--- src/rtl/stream_checker_pkg.sv ---
// stream_checker_pkg: shared state encoding and constants for the stream checker sink.
package stream_checker_pkg;
  typedef enum logic [1:0] {IDLE, DELAY, ACTIVE, FINISH} state_t;
  localparam int DEF_PERIOD_W = 16;
  localparam logic [31:0] NO_ERR_IDX = 32'hFFFFFFFF;
endpackage

--- src/rtl/stream_checker_pattern_timer.sv ---
// stream_checker_pattern_timer: Generator-compatible delay/phase/iteration schedule for sink units.
module stream_checker_pattern_timer import stream_checker_pkg::*; #(parameter int PERIOD_W = DEF_PERIOD_W) (
  input  logic                clk,
  input  logic                rst,
  input  logic                run,
  input  logic [31:0]         iterations,
  input  logic [31:0]         delay0,
  input  logic [PERIOD_W-1:0] period,
  input  logic [PERIOD_W-1:0] duty,
  output logic                sample_en,
  output logic                period_end,
  output logic                pass_end
);
  state_t state_q, state_d;
  logic [31:0] iters_q, iters_d, delay_q, delay_d, dcnt_q, dcnt_d, iter_q, iter_d;
  logic [PERIOD_W-1:0] per_q, per_d, duty_q, duty_d, phase_q, phase_d;
  logic degen;
  assign sample_en  = state_q == ACTIVE && phase_q < duty_q;
  assign period_end = state_q == ACTIVE && phase_q == per_q - 1'b1;
  assign pass_end   = state_q == FINISH;
  always_comb begin
    per_d   = run ? period : per_q;
    duty_d  = run ? (duty < period ? duty : period) : duty_q;
    iters_d = run ? iterations : iters_q;
    delay_d = run ? delay0 : delay_q;
    degen   = iters_d == '0 || per_d == '0;
    dcnt_d  = run ? '0 : dcnt_q + 32'(state_q == DELAY);
    phase_d = run || period_end ? '0 : phase_q + PERIOD_W'(state_q == ACTIVE);
    iter_d  = run ? '0 : iter_q + 32'(period_end);
    state_d = state_q;
    if (run)
      state_d = delay0 != '0 ? DELAY : degen ? FINISH : ACTIVE;
    else
      case (state_q)
        DELAY:   if (dcnt_q == delay_q - 1) state_d = degen ? FINISH : ACTIVE;
        ACTIVE:  if (period_end && iter_q == iters_q - 1) state_d = FINISH;
        FINISH:  state_d = IDLE;
        default: state_d = IDLE;
      endcase
  end
  always_ff @(posedge clk or negedge rst)
    if (!rst) begin
      state_q <= IDLE;
      iters_q <= '0;
      delay_q <= '0;
      dcnt_q  <= '0;
      iter_q  <= '0;
      per_q   <= '0;
      duty_q  <= '0;
      phase_q <= '0;
    end else begin
      state_q <= state_d;
      iters_q <= iters_d;
      delay_q <= delay_d;
      dcnt_q  <= dcnt_d;
      iter_q  <= iter_d;
      per_q   <= per_d;
      duty_q  <= duty_d;
      phase_q <= phase_d;
    end
endmodule

--- config.mk ---
export PLATFORM = sky130hd
export DESIGN_NAME = stream_checker_pattern_timer
export DESIGN_NICKNAME = d
export VERILOG_FILES = /design/src/rtl/stream_checker_pkg.sv /design/src/rtl/stream_checker_pattern_timer.sv
export SDC_FILE = /design/constraint.sdc
export NUM_CORES = 1
export LEC_CHECK = 0
export BUFFER_PORTS_ARGS = -buffer_cell sky130_fd_sc_hd__buf_2
export CORE_UTILIZATION = 33
export CTS_CLUSTER_SIZE = 24
export DETAILED_ROUTE_END_ITERATION = 6
export HOLD_SLACK_MARGIN = 0.05
export PLACE_DENSITY_LB_ADDON = 0.3
export SLEW_MARGIN = 5
export SYNTH_ARGS = -nofsm -noshare
export SYNTH_HDL_FRONTEND = slang
export SYNTH_SLANG_ARGS = --single-unit
--- constraint.sdc ---
create_clock -name clk -period 4.8 [get_ports clk]
set_input_delay 0 -clock clk [delete_from_list [all_inputs] [get_ports clk]]
set_output_delay 0 -clock clk [all_outputs]
set_load 0.005 [all_outputs]
==> run metrics <==
Synth-to-Final Area Change 24.3%; Die H 186 µm; largest family of logic cells by synthesized area simple AND/OR/NAND/NOR gates; Synth Area in Compound Gates 9.04%; Cell Pwr Density 279 nW/µm²; routed vias 9400; Power Total 3.88 mW; IO Pins 102; Iteration-0 DRC Markers about 540; fmax 219 MHz; Yosys warnings 0; worst-skew pair later-pin latency roughly 0.45 ns; Post-Synth Simple-Gate Area around a fifth; Setup crit end kind register; DRC Markers 0; Final Max Slew Viols 0; clk slew on worst S/H paths 0.07 ns; Die ar. 34700 µm²; GRT Residual Overflow 0; CTS Buf Count 17; IO buf count just over 100; first-pass GRT wire length between 40000 and 50000 µm; Avg Inst Size Synth 9.42 µm²; asr flop ratio synth 100%; vias per cell ~5.1; HPWL after DPL 20900 µm; Worst Hold Class primary input to asynchronous set/reset pin; clock tree from TritonCTS yes; startpoint types register; max_cap viols 0; status complete, no violations; final net count 1529; Slew @ Worst Pin 0.982 ns; R2R Path Start per_q[0]$_DFF_PN0_; worst ir drop on vdd approximately 250 µV; most common cell after layout, fill and taps aside dfrtp_1; most frequent cells in the layout dfrtp_1 (178), nor2_1 (123), dlygate4sd3_1 (114); fin util 41.6%; Core Area 33400 µm²; Worst Setup EP iter_q[31]$_DFF_PN0_; Hold Vio Cnt, Final 0; sequential-to-total area share from yosys stat 39.8%; post-route cell area around 14000 µm²; Post-Syn Area 11200 µm²; minimum clock period 4.56 ns; Finished Layout Cells 1851; Root Driver clkbuf_16; Reg2Reg Setup Slack roughly 0.24 ns; setup violators final 0; Critical Path AT roughly 5 ns; H-tree level count 4; ANT nets after route 0; number of global-route vias before repair slightly above 9000; pin count of the biggest net entering global routing 177; post-synthesis xor/xnor area fraction 13.4%; Routed Wire Length 29200 µm; clock buffer depth 2; final worst-path cycle share a little over nine tenths; gr usage total 17.5%; crit path kind register to register; Post-synth EDFFs 0; adder-cell share of the synthesized area 4.70%; CP Launch Point per_q[0]$_DFF_PN0_; drt pass-1 iters 7; Die W approximately 190 µm; Syn Nets 1329; TNS Setup 0 ns; placed inst area about 12000 µm²; FF+latch count, synth 178; RD Place Congestion 0.887; initial core utilization 33.5%; Slew Limit Headroom 34.5%; Mapped Cells 1188; worst path required time 5.10 ns; worst-path fanout max 5; P_leak 5.88 nW; Clock Skew roughly 0.019 ns; initial antenna violation count 3; Post-Place Cells 1702; Std-Cell Rows 67; layout cells sized above 1 16.4%; mux contribution to synthesized area ~7.7%; R2R cell count 18; clock sinks 178; Netlist cell types 69; Main synth FF type dfrtp_1; reg-to-reg critical path endpoint iter_q[31]$_DFF_PN0_; routed len/inst 15.8 µm
## repair_timing
action / in CTS / in global routing
endpoints found under the hold margin: 275 / 0
buffers inserted: 0 / 1
pin swaps: 0 / 2
endpoints found under the setup margin: 1 / 12
gates resized for setup: 1 / 7
hold buffers: 114 / 0
## how the worst min path moves through the flow
stage / slack, ns / endpoint / start / cells after the start
5_1_grt: 0.33 / iters_q[19]$_DFF_PN0_ / iterations[19] / 3
6_report: 0.29 / delay_q[28]$_DFFE_PN0P_ / rst / 3
3_5_place_dp: -0.19 / delay_q[29]$_DFFE_PN0P_ / rst / 1
3_3_place_gp: -0.19 / delay_q[29]$_DFFE_PN0P_ / rst / 1
2_1_floorplan: -0.30 / dcnt_q[0]$_DFF_PN0_ / rst / 0
4_1_cts: 0.32 / delay_q[21]$_DFFE_PN0P_ / delay0[21] / 4
## metrics by stage
step	setup WS, ns	hold WS, ns
final	0.238	0.290
after global routing	-0.0387	0.333
after CTS	0.0740	0.317
after detailed placement	0.0103	-0.188
after global placement	0.0110	-0.192
after floorplan	0.240	-0.296
## routing by layer
layer / track usage, % / vias up / wire (µm)
met5: 0 / - / 0
met2: 27.9 / 186 / 13200
li1: - / 4627 / -
met1: 24.7 / 4557 / 14600
met4: 4.39 / 0 / 376
met3: 2.80 / 30 / 1030
## sequential cells by signal, indices dropped and copies added, names as in the netlist
register and count:
delay_q 32, dcnt_q 32, phase_q 16, iters_q 32
duty_q 16, iter_q 32, state_q 2, per_q 16
## layout make-up
| class | instances | area (µm²) |
|---|---|---|
| well taps | 448 | 561 |
| multi-input cells | 897 | 6300 |
| repair buffers | 226 | 1760 |
| diodes | 2 | 5.00 |
| inverters | 68 | 255 |
| clock inverters | 11 | 128 |
| fillers | 3237 | 19500 |
| flip-flops and latches | 178 | 4450 |
| clock buffers | 21 | 450 |
## power breakdown
| part | switching [mW] | total, mW | leakage (nW) | internal [mW] |
|---|---|---|---|---|
| registers | 0.119 | 1.72 | 2.28 | 1.60 |
| clock network | 0.622 | 1.41 | 0.274 | 0.785 |
| logic | 0.378 | 0.752 | 3.33 | 0.374 |
## critical path, cell delays in order (launching register included)
cell and delay (ns):
dfrtp_1 0.42, inv_1 0.09, ha_1 0.17, or4b_4 0.49, nand4b_1 0.24, buf_4 0.18
or4_1 0.56, a2111oi_4 0.37, buf_4 0.16, and2_1 0.19, ha_1 0.21, nand4_1 0.15
nor2_2 0.18, nand3_1 0.12, or3_4 0.40, nor4_4 0.20, nand2_1 0.10, xor2_1 0.14
nor2_1 0.05
## kinds of logic (layout without fill, tap and decap cells)
logic type               after synthesis  count (layout)
flip-flops                           178             178
AND/OR/NAND/NOR                      456             456
multiplexers                          78              78
buffers and inverters                113             326
AO/OA/AOI/OAI                        150             150
other                                  0               2
XOR/XNOR                             171             171
adder cells (fa/ha/maj)               42              42
## synth_stat cells, drive strengths merged, types with 7 or more instances
| cell type | n | share of area [%] |
|---|---|---|
| ha | 42 | 4.7 |
| mux2 | 64 | 6.5 |
| inv | 68 | 2.3 |
| mux2i | 14 | 1.3 |
| nor2 | 124 | 4.2 |
| nor4 | 50 | 2.9 |
| nand2 | 76 | 2.5 |
| nand4 | 23 | 1.3 |
| a21oi | 27 | 1.2 |
| nor3 | 27 | 1.2 |
| and3 | 21 | 1.2 |
| xor2 | 75 | 5.9 |
| buf | 10 | 0.56 |
| or4 | 17 | 1.2 |
| a31oi | 8 | 0.45 |
| nand3 | 55 | 2.5 |
| nor2b | 9 | 0.50 |
| o21ai | 37 | 1.7 |
| nand2b | 7 | 0.39 |
| xnor2 | 96 | 7.5 |
| o221ai | 15 | 1.2 |
| or3 | 19 | 1.1 |
| o31ai | 7 | 0.47 |
| clkbuf | 34 | 1.2 |
| a21o | 13 | 0.87 |
| dfrtp | 178 | 40 |
(Power assumes the default switching activity.)
